[config.mk]
export PLATFORM = sky130hd
export DESIGN_NAME = pipeline_hazard_ctrl_flat
export DESIGN_NICKNAME = d
export VERILOG_FILES = /design/src/rtl/pipeline_hazard_ctrl_if.sv /design/src/rtl/pipeline_hazard_ctrl.sv /design/src/flat_wrapper.sv
export SDC_FILE = /design/constraint.sdc
export NUM_CORES = 1
export LEC_CHECK = 0
export CAP_MARGIN = 40
export CORE_AREA = 2 2 79 81
export DETAILED_ROUTE_END_ITERATION = 6
export DIE_AREA = 0 0 81 83
export GPL_TIMING_DRIVEN = 0
export PLACE_DENSITY = 0.56
export REMOVE_ABC_BUFFERS = 1
export SLEW_MARGIN = 20
export SYNTH_ARGS = -nofsm -noshare
export SYNTH_HDL_FRONTEND = slang
export SYNTH_SLANG_ARGS = --single-unit
[constraint.sdc]
create_clock -name clk -period 2 [get_ports clk]
set_clock_uncertainty 0.15 [all_clocks]
set_input_delay 0.4 -clock clk [delete_from_list [all_inputs] [get_ports clk]]
set_output_delay 0.4 -clock clk [all_outputs]
set_load 0.005 [all_outputs]
[src/rtl/pipeline_hazard_ctrl_if.sv]
// Hazard-control bundle between the pipeline datapath and pipeline_hazard_ctrl.
//   master : datapath side; drives the IF/ID and EX status fields and samples
//            the pipeline controls, FSM state and stall counter.
//   slave  : controller side; the reverse directions.
// Fields:
//   id_rs1/id_rs2/id_valid          source registers and valid flag of the IF/ID instruction
//   ex_mem_read/ex_reg_write/ex_rd  load/writeback flags and destination of the EX instruction
//   branch_taken                    EX resolved a taken branch/jump this cycle
//   mc_start/mc_cycles              multi-cycle EX op issued, total occupancy in cycles
//   pc_write_en/if_id_write_en/if_id_flush/id_ex_bubble   pipeline controls
//   hz_state/stall_cycles           current FSM state, saturating stall-cycle count
interface pipeline_hazard_ctrl_if;
    logic [4:0]  id_rs1;
    logic [4:0]  id_rs2;
    logic        id_valid;
    logic        ex_mem_read;
    logic        ex_reg_write;
    logic [4:0]  ex_rd;
    logic        branch_taken;
    logic        mc_start;
    logic [3:0]  mc_cycles;
    logic        pc_write_en;
    logic        if_id_write_en;
    logic        if_id_flush;
    logic        id_ex_bubble;
    logic [1:0]  hz_state;
    logic [15:0] stall_cycles;

    modport master (
        output id_rs1, id_rs2, id_valid, ex_mem_read, ex_reg_write, ex_rd,
               branch_taken, mc_start, mc_cycles,
        input  pc_write_en, if_id_write_en, if_id_flush, id_ex_bubble,
               hz_state, stall_cycles
    );

    modport slave (
        input  id_rs1, id_rs2, id_valid, ex_mem_read, ex_reg_write, ex_rd,
               branch_taken, mc_start, mc_cycles,
        output pc_write_en, if_id_write_en, if_id_flush, id_ex_bubble,
               hz_state, stall_cycles
    );
endinterface

[src/rtl/pipeline_hazard_ctrl.sv]
// Pipeline hazard controller: load-use stalls, taken-branch flushes and
// multi-cycle EX freezes, with a saturating count of stalled cycles.
// Ports:
//   clk  : rising-edge clock
//   rst  : asynchronous active-high reset
//   bus  : pipeline_hazard_ctrl_if.slave (see interface for field list)
// States: RUN=00, FLUSH=01, MC_WAIT=10; 11 falls back to RUN.
module pipeline_hazard_ctrl (
    input  logic                   clk,
    input  logic                   rst,
    pipeline_hazard_ctrl_if.slave  bus
);

    typedef enum logic [1:0] {
        StRun    = 2'b00,
        StFlush  = 2'b01,
        StMcWait = 2'b10,
        StBad    = 2'b11
    } state_e;

    state_e      r_state;
    logic [3:0]  r_cnt;
    logic [15:0] r_stall;

    logic w_load_use;
    logic w_mc_go;
    logic w_pc_write_en;
    logic w_if_id_write_en;
    logic w_if_id_flush;
    logic w_id_ex_bubble;

    always_comb begin
        w_load_use = bus.ex_mem_read & bus.ex_reg_write & (bus.ex_rd != 5'd0) & bus.id_valid &
                     ((bus.ex_rd == bus.id_rs1) | (bus.ex_rd == bus.id_rs2));
        w_mc_go    = bus.mc_start & (bus.mc_cycles != 4'd0);
    end

    // Controls are combinational; rst is folded in so they read as the
    // free-running defaults for as long as reset is held.
    always_comb begin
        w_pc_write_en    = 1'b1;
        w_if_id_write_en = 1'b1;
        w_if_id_flush    = 1'b0;
        w_id_ex_bubble   = 1'b0;
        if (!rst) begin
            unique case (r_state)
                StRun: begin
                    if (bus.branch_taken) begin
                        w_if_id_flush  = 1'b1;
                        w_id_ex_bubble = 1'b1;
                    end else if (w_mc_go || w_load_use) begin
                        w_pc_write_en    = 1'b0;
                        w_if_id_write_en = 1'b0;
                        w_id_ex_bubble   = 1'b1;
                    end
                end
                StFlush: begin
                    w_if_id_flush = 1'b1;
                end
                StMcWait: begin
                    w_pc_write_en    = 1'b0;
                    w_if_id_write_en = 1'b0;
                    w_id_ex_bubble   = 1'b1;
                end
                default: ;
            endcase
        end
    end

    always_ff @(posedge clk or posedge rst) begin
        if (rst) begin
            r_state <= StRun;
            r_cnt   <= 4'd0;
            r_stall <= 16'd0;
        end else begin
            if (!w_pc_write_en && (r_stall != 16'hFFFF)) begin
                r_stall <= r_stall + 16'd1;
            end
            unique case (r_state)
                StRun: begin
                    if (bus.branch_taken) begin
                        r_state <= StFlush;
                    end else if (w_mc_go && (bus.mc_cycles != 4'd1)) begin
                        // The RUN issue cycle is the first of N frozen cycles, and
                        // MC_WAIT runs cnt+1 cycles, so cnt starts at N-2.
                        r_state <= StMcWait;
                        r_cnt   <= bus.mc_cycles - 4'd2;
                    end
                end
                StFlush: begin
                    r_state <= StRun;
                end
                StMcWait: begin
                    if (r_cnt == 4'd0) begin
                        r_state <= StRun;
                    end else begin
                        r_cnt <= r_cnt - 4'd1;
                    end
                end
                default: begin
                    r_state <= StRun;
                    r_cnt   <= 4'd0;
                end
            endcase
        end
    end

    assign bus.pc_write_en    = w_pc_write_en;
    assign bus.if_id_write_en = w_if_id_write_en;
    assign bus.if_id_flush    = w_if_id_flush;
    assign bus.id_ex_bubble   = w_id_ex_bubble;
    assign bus.hz_state       = r_state;
    assign bus.stall_cycles   = r_stall;

endmodule

[src/flat_wrapper.sv]
// flat-port wrapper written by rule: the top's interface ports become plain ports
module pipeline_hazard_ctrl_flat 
  (clk, rst, bus_id_rs1, bus_id_rs2, bus_id_valid, bus_ex_mem_read, bus_ex_reg_write, bus_ex_rd, bus_branch_taken, bus_mc_start, bus_mc_cycles, bus_pc_write_en, bus_if_id_write_en, bus_if_id_flush, bus_id_ex_bubble, bus_hz_state, bus_stall_cycles);
  pipeline_hazard_ctrl_if bus_i ();
  input  logic clk;
  input  logic rst;
  input wire logic [$bits(bus_i.id_rs1)-1:0] bus_id_rs1;
  input wire logic [$bits(bus_i.id_rs2)-1:0] bus_id_rs2;
  input wire logic [$bits(bus_i.id_valid)-1:0] bus_id_valid;
  input wire logic [$bits(bus_i.ex_mem_read)-1:0] bus_ex_mem_read;
  input wire logic [$bits(bus_i.ex_reg_write)-1:0] bus_ex_reg_write;
  input wire logic [$bits(bus_i.ex_rd)-1:0] bus_ex_rd;
  input wire logic [$bits(bus_i.branch_taken)-1:0] bus_branch_taken;
  input wire logic [$bits(bus_i.mc_start)-1:0] bus_mc_start;
  input wire logic [$bits(bus_i.mc_cycles)-1:0] bus_mc_cycles;
  output wire logic [$bits(bus_i.pc_write_en)-1:0] bus_pc_write_en;
  output wire logic [$bits(bus_i.if_id_write_en)-1:0] bus_if_id_write_en;
  output wire logic [$bits(bus_i.if_id_flush)-1:0] bus_if_id_flush;
  output wire logic [$bits(bus_i.id_ex_bubble)-1:0] bus_id_ex_bubble;
  output wire logic [$bits(bus_i.hz_state)-1:0] bus_hz_state;
  output wire logic [$bits(bus_i.stall_cycles)-1:0] bus_stall_cycles;
  assign bus_i.id_rs1 = bus_id_rs1;
  assign bus_i.id_rs2 = bus_id_rs2;
  assign bus_i.id_valid = bus_id_valid;
  assign bus_i.ex_mem_read = bus_ex_mem_read;
  assign bus_i.ex_reg_write = bus_ex_reg_write;
  assign bus_i.ex_rd = bus_ex_rd;
  assign bus_i.branch_taken = bus_branch_taken;
  assign bus_i.mc_start = bus_mc_start;
  assign bus_i.mc_cycles = bus_mc_cycles;
  assign bus_pc_write_en = bus_i.pc_write_en;
  assign bus_if_id_write_en = bus_i.if_id_write_en;
  assign bus_if_id_flush = bus_i.if_id_flush;
  assign bus_id_ex_bubble = bus_i.id_ex_bubble;
  assign bus_hz_state = bus_i.hz_state;
  assign bus_stall_cycles = bus_i.stall_cycles;
  pipeline_hazard_ctrl u_core (.clk(clk), .rst(rst), .bus(bus_i));
endmodule
== After elaboration in Yosys (flattened, before gate mapping) ==
Cells that the tools add are included.

* $add $sub $neg: 3
* Eq/ne operators: 11
* Mux-type cells: 19
* Bitwise gates (word level): 7
* Reductions and logical operators: 10

{| class="wikitable"
|+ Operators with widths
! operator !! number
|-
| adder 16 x 1 -> 16 bit (second input constant) || 1
|-
| != test 16 bit (second input constant) || 1
|-
| two-way mux 4 bit || 3
|-
| one-hot mux 4 bit (3 select lines) || 1
|-
| equality test 5 bit || 2
|-
| two-way mux 1 bit || 8
|-
| two-way mux 2 bit || 3
|-
| one-hot mux 1 bit (2 select lines) || 3
|-
| AND 1 bit || 5
|-
| nonzero test 5 bit || 1
|-
| zero test 4 bit || 1
|-
| != test 2 x 1 -> 1 bit (second input constant) || 2
|-
| != test 2 bit (second input constant) || 2
|-
| != test 4 x 1 -> 1 bit (second input constant) || 1
|-
| one-hot mux 2 bit (2 select lines) || 1
|-
| AND reduction 4 bit || 1
|-
| nonzero test 4 bit || 1
|-
| subtractor 4 x 1 -> 4 bit (second input constant) || 1
|-
| subtractor 4 x 2 -> 4 bit (second input constant) || 1
|-
| != test 3 x 2 -> 1 bit (second input constant) || 1
|-
| equality test 2 x 1 -> 1 bit (second input constant) || 1
|-
| equality test 2 bit (second input constant) || 1
|-
| logical AND 1 bit || 2
|-
| zero test 2 bit || 1
|-
| 5 further kinds || 5
|}

* Register bits: 22
* Input bits: 26
* Logic and storage cells: 53

== Depth between registers and ports, before layout ==
Gate-level depths: netlist of the first run.

* Depth in word-level cells: 11
* Depth in mapped cells: 7
* Gate-level depth less buffers: 7

== Least setup slack after synthesis of the first run ==
No wires, ideal clock.

* Kind: input port to output port
* Start point: in bus_ex_rd[0]
* End point: out bus_pc_write_en
* Arrival: 1.634 ns
* Path slack: -0.184 ns
* Stages: 6
* Path buffers: 2
* Path through: or4_4 o2111ai_4 o211ai_4 buf_6 nand2_1 buf_4

* Word-level cells in the longest chain between the ends: 9
* Elaborated cells between the ends (all ways): 12
* Classes of those cells: 2 x eq/ne; 4 x mux; 4 x bitwise; 2 x reduce/logical

{| class="wikitable"
|+ Ends and longest elaborated chain
! item !! RTL line !! source
|-
| start, declared || flat_wrapper.sv:12 || <nowiki>input wire logic [$bits(bus_i.ex_rd)-1:0] bus_ex_rd;</nowiki>
|-
| nonzero test 5 bit || pipeline_hazard_ctrl.sv:33 || <nowiki>w_load_use = bus.ex_mem_read & bus.ex_reg_write & (bus.ex_rd != 5'd0) & bus.id_valid &</nowiki>
|-
| AND 1 bit (2 in a row) || pipeline_hazard_ctrl.sv:33 ||
|-
| AND 1 bit * || pipeline_hazard_ctrl.sv:33 ||
|-
| logical OR 1 bit * || pipeline_hazard_ctrl.sv:51 || <nowiki>end else if (w_mc_go || w_load_use) begin</nowiki>
|-
| two-way mux 1 bit * (2 in a row) || -- ||
|-
| one-hot mux 1 bit (2 select lines) * || -- ||
|-
| two-way mux 1 bit * || -- ||
|-
| end, declared || flat_wrapper.sv:16 || <nowiki>output wire logic [$bits(bus_i.pc_write_en)-1:0] bus_pc_write_en;</nowiki>
|}

Mark *: on every way between the ends. The rest lies on a longest branch, timed or not.

== Final worst setup path of the first run ==
* Start point: in bus_ex_rd[4]
* End point: out bus_id_ex_bubble

* Word-level cells in the longest chain between the ends: 9
* Elaborated cells between the ends (all ways): 12
* Classes of those cells: 2 x eq/ne; 4 x mux; 4 x bitwise; 2 x reduce/logical

{| class="wikitable"
|+ Ends and longest elaborated chain
! item !! RTL line !! source
|-
| nonzero test 5 bit || pipeline_hazard_ctrl.sv:33 ||
|-
| AND 1 bit (2 in a row) || pipeline_hazard_ctrl.sv:33 ||
|-
| AND 1 bit * || pipeline_hazard_ctrl.sv:33 ||
|-
| logical OR 1 bit * || pipeline_hazard_ctrl.sv:51 ||
|-
| two-way mux 1 bit * || pipeline_hazard_ctrl.sv:51 ||
|-
| two-way mux 1 bit * || pipeline_hazard_ctrl.sv:48 || <nowiki>if (bus.branch_taken) begin</nowiki>
|-
| one-hot mux 1 bit (2 select lines) * || pipeline_hazard_ctrl.sv:46 || <nowiki>unique case (r_state)</nowiki>
|-
| two-way mux 1 bit * || pipeline_hazard_ctrl.sv:45 || <nowiki>if (!rst) begin</nowiki>
|-
| end, declared || flat_wrapper.sv:19 || <nowiki>output wire logic [$bits(bus_i.id_ex_bubble)-1:0] bus_id_ex_bubble;</nowiki>
|}

Marks and branches as above.

==> results.sh, run 1 <==
export IMPL_async_flop_share_pct=100
export IMPL_worst_slew_pin_slew_ps=388
export IMPL_synth_edf_count=0
export IMPL_fin_crit_sh_pct=112
export IMPL_avgSynthCellArea_um2=9.71
export IMPL_clkSinkCount=22
export IMPL_post_route_drc_count=0
export IMPL_io_pins=48
export IMPL_port_buffers=47
export IMPL_dpl_hpwl_mm=2.51
export IMPL_dr_pass1_iters=6
export IMPL_maxCapViolCount=0
export IMPL_synth_cells=148
export IMPL_netlist_area_mm2=0.00144
export IMPL_die_x_um=81
export IMPL_first_global_vias=1301
export IMPL_synth_ff_type="dfrtp_1"
export IMPL_max_freq_mhz=446
export IMPL_setup_ws_ps=-241
export IMPL_clk_path_buf_depth=2
export IMPL_synth_seq_cells=22
export IMPL_gp_congestion=0.732
export IMPL_cp_start_kind="primary input"
export IMPL_nNetsFinal=239
export IMPL_status="finished, violations left"
export IMPL_wire_per_inst_um=12.1
export IMPL_viasPerCell=4.61
export IMPL_grt_pass1_wl_mm=5.97
export IMPL_cts_tree="built"
export IMPL_crit_path_end_kind="primary output"
export IMPL_via_count=1299
export IMPL_core_area_mm2=0.00582
export IMPL_clk_pin_slew_worst_paths_ps=70
export IMPL_die_h_um=83
export IMPL_violations="negative setup slack"
export IMPL_clockRootBuffer="clkbuf_8"
export IMPL_fillers=615
export IMPL_maxSlewHeadroom_pct=74.1
export IMPL_slew_violations=0
export IMPL_h_tree_depth=1
export IMPL_finalInstanceArea_mm2=0.00219
export IMPL_setup_violations=18
export IMPL_grt_util_all_layers_pct=11.1
export IMPL_hold_viol_final=0
export IMPL_ys_warn_count=0
export IMPL_drive_gt1_share_pct=26.1
export IMPL_ant_nets=0
export IMPL_worstPathRequired_ps=1450
export IMPL_antenna_found_initial=0
export IMPL_rsz0062_at_grt="yes"
export IMPL_multiInputGateArea_um2=893
export IMPL_grt_max_degree=15
export IMPL_critPathKind="in -> out"
export IMPL_initial_core_util_pct=24.7
export IMPL_yosysUniqueCellTypes=41
export IMPL_p_per_area_mw_per_mm2=864
export IMPL_ir_worst_vdd_mv=0.254
export IMPL_place_area_mm2=0.00198
export IMPL_synth_seq_area_share_pct=38.3
export IMPL_drt_iter0_drc=66
export IMPL_final_seq_area_um2=554
export IMPL_p_total_mw=1.89
export IMPL_clk_latency_ps=260
export IMPL_drt_wl_total_mm=3.41
export IMPL_min_period_ps=2240
export IMPL_hold_class="in -> async"
export IMPL_syn_to_final_growth_pct=52.4
export IMPL_dieArea_mm2=0.00672
export IMPL_grt_ovfl_total=0
export IMPL_cts_buffers=3
export IMPL_leakage_nw=0.954
export IMPL_core_rowCount=28
export IMPL_cp_max_fo=2
export IMPL_crit_arrival_ps=1690
export IMPL_antennaDiodeCount=0
## cell usage in the layout, fill, tap and decap left out, drive strengths merged, types with 2 or more instances in the layout
cell type,instances
inv,6
xnor2,14
and2,3
nand3,10
a21oi,2
ha,4
o211ai,2
nor3,5
nor2,13
xor2,11
nand3b,2
nand2,13
mux2,2
buf,20
clkdlybuf4s50,23
o21ai,8
o21a,2
dlygate4sd2,14
dfrtp,22
and3,5
clkbuf,6
nand4,6
## cell type report
type / instances / share of cell area, %
Multi-Input combinational cell: 115 / 40.8
Timing Repair Buffer: 61 / 26.7
Tap cell: 75 / 4.28
Inverter: 6 / 1.03
Clock buffer: 3 / 1.88
Sequential cell: 22 / 25.3
## registers in the layout, indices dropped and copies added, names as in the netlist
signal	count
u_core.bus.stall_cycles	16
u_core.r_cnt	4
u_core.bus.hz_state	2
## through the flow
step | utilization, % | hold slack [ps] | setup slack [ps] | TNS [ps] | cells
2_1_floorplan | - | 239 | -102 | -338 | 143
3_3_place_gp | 33.8 | 333 | -1180 | -14190 | 265
3_5_place_dp | 34.1 | 342 | -1200 | -14020 | 266
4_1_cts | 36.7 | 160 | -300 | -914 | 279
5_1_grt | 37.7 | 178 | -299 | -2780 | 282
6_report | 37.7 | 157 | -241 | -1430 | 282
## worst paths after layout
path	startpoint	end	slack (ps)	depth (start not counted)
setup / recovery	bus_ex_rd[4]	bus_id_ex_bubble	-240	6
hold / removal	rst	u_core.bus.stall_cycles[12]$_DFFE_PP0P_	160	2
setup reg to reg	u_core.bus.stall_cycles[3]$_DFFE_PP0P_	u_core.bus.stall_cycles[1]$_DFFE_PP0P_	-30	6
hold reg to reg	u_core.bus.stall_cycles[5]$_DFFE_PP0P_	u_core.bus.stall_cycles[5]$_DFFE_PP0P_	340	1
max in group asynchronous	rst	u_core.bus.hz_state[0]$_DFFE_PP0P_	1110	3
min in group clk	bus_branch_taken	u_core.bus.hz_state[0]$_DFFE_PP0P_	300	2
## logic make-up after synthesis
logic type | count (synthesis) | synth area share [%]
mux | 2 | 1.57
buf+inv | 11 | 4.00
flops | 22 | 38.3
compound gates | 21 | 11.7
xor+xnor | 25 | 15.2
simple gates | 63 | 25.8
fa+ha+maj | 4 | 3.48
## synth_stat cells, types with 2 or more instances
cell type / n / share of area [%]
xor2_1: 11 / 6.7
buf_4: 2 / 1.0
o21ai_0: 7 / 2.4
nor3_1: 5 / 1.7
and2_1: 3 / 1.3
dfrtp_1: 22 / 38
ha_1: 4 / 3.5
nand3_2: 5 / 3.5
nor2_1: 13 / 3.4
mux2_2: 2 / 1.6
a21oi_1: 2 / 0.70
inv_1: 6 / 1.6
nand2_1: 13 / 3.4
nand3_1: 5 / 1.7
nand4_2: 3 / 2.6
xnor2_1: 14 / 8.5
nand4_1: 3 / 1.3
and3_1: 5 / 2.2
## critical path, cell delays in order
cell and delay (ps):
buf_8 90, or4_4 530, o2111ai_4 220, o21ai_1 80
o31a_1 230, buf_2 130
## report_power, final
group | internal [mW] | switching [mW] | total (mW)
clock | 0.135 | 0.141 | 0.275
combinational | 0.504 | 0.435 | 0.939
sequential | 0.555 | 0.123 | 0.678
total | 1.19 | 0.699 | 1.89
## layer usage
layer  global-route usage (%)  wire, µm
met1                     14.4      1540
met2                     18.2      1630
met3                     2.17       189
met4                     3.70        61
met5                        0         0
## repair_timing
item | CTS | global route
setup buffers | 10 | 3
resized for setup | 69 | 11
hold endpoints to repair | 0 | 0
hold buffers | 0 | 0
pin swaps | 17 | 8
cloned | 0 | 1
endpoints found under the setup margin | 21 | 20
Note: power is estimated with default switching activity, not from simulation.
==> inputs of run 2 (changes only) <==
--- a/config.mk
+++ b/config.mk
@@ -7,12 +7,12 @@
 export LEC_CHECK = 0
 export CAP_MARGIN = 40
 export CORE_AREA = 2 2 79 81
+export CTS_CLUSTER_SIZE = 28
 export DETAILED_ROUTE_END_ITERATION = 6
 export DIE_AREA = 0 0 81 83
 export GPL_TIMING_DRIVEN = 0
 export PLACE_DENSITY = 0.56
 export REMOVE_ABC_BUFFERS = 1
-export SLEW_MARGIN = 20
 export SYNTH_ARGS = -nofsm -noshare
 export SYNTH_HDL_FRONTEND = slang
 export SYNTH_SLANG_ARGS = --single-unit
==> results of run 2 <==
No change in the layout: final DEF, timing and power equal those of run 1.
==> inputs of run 3 (changes only) <==
--- a/config.mk
+++ b/config.mk
@@ -7,7 +7,7 @@
 export LEC_CHECK = 0
 export CAP_MARGIN = 40
 export CORE_AREA = 2 2 79 81
-export CTS_CLUSTER_SIZE = 28
+export CTS_CLUSTER_SIZE = 10
 export DETAILED_ROUTE_END_ITERATION = 6
 export DIE_AREA = 0 0 81 83
 export GPL_TIMING_DRIVEN = 0
==> results of run 3 <==
No change in the layout: final DEF, timing and power equal those of run 1.
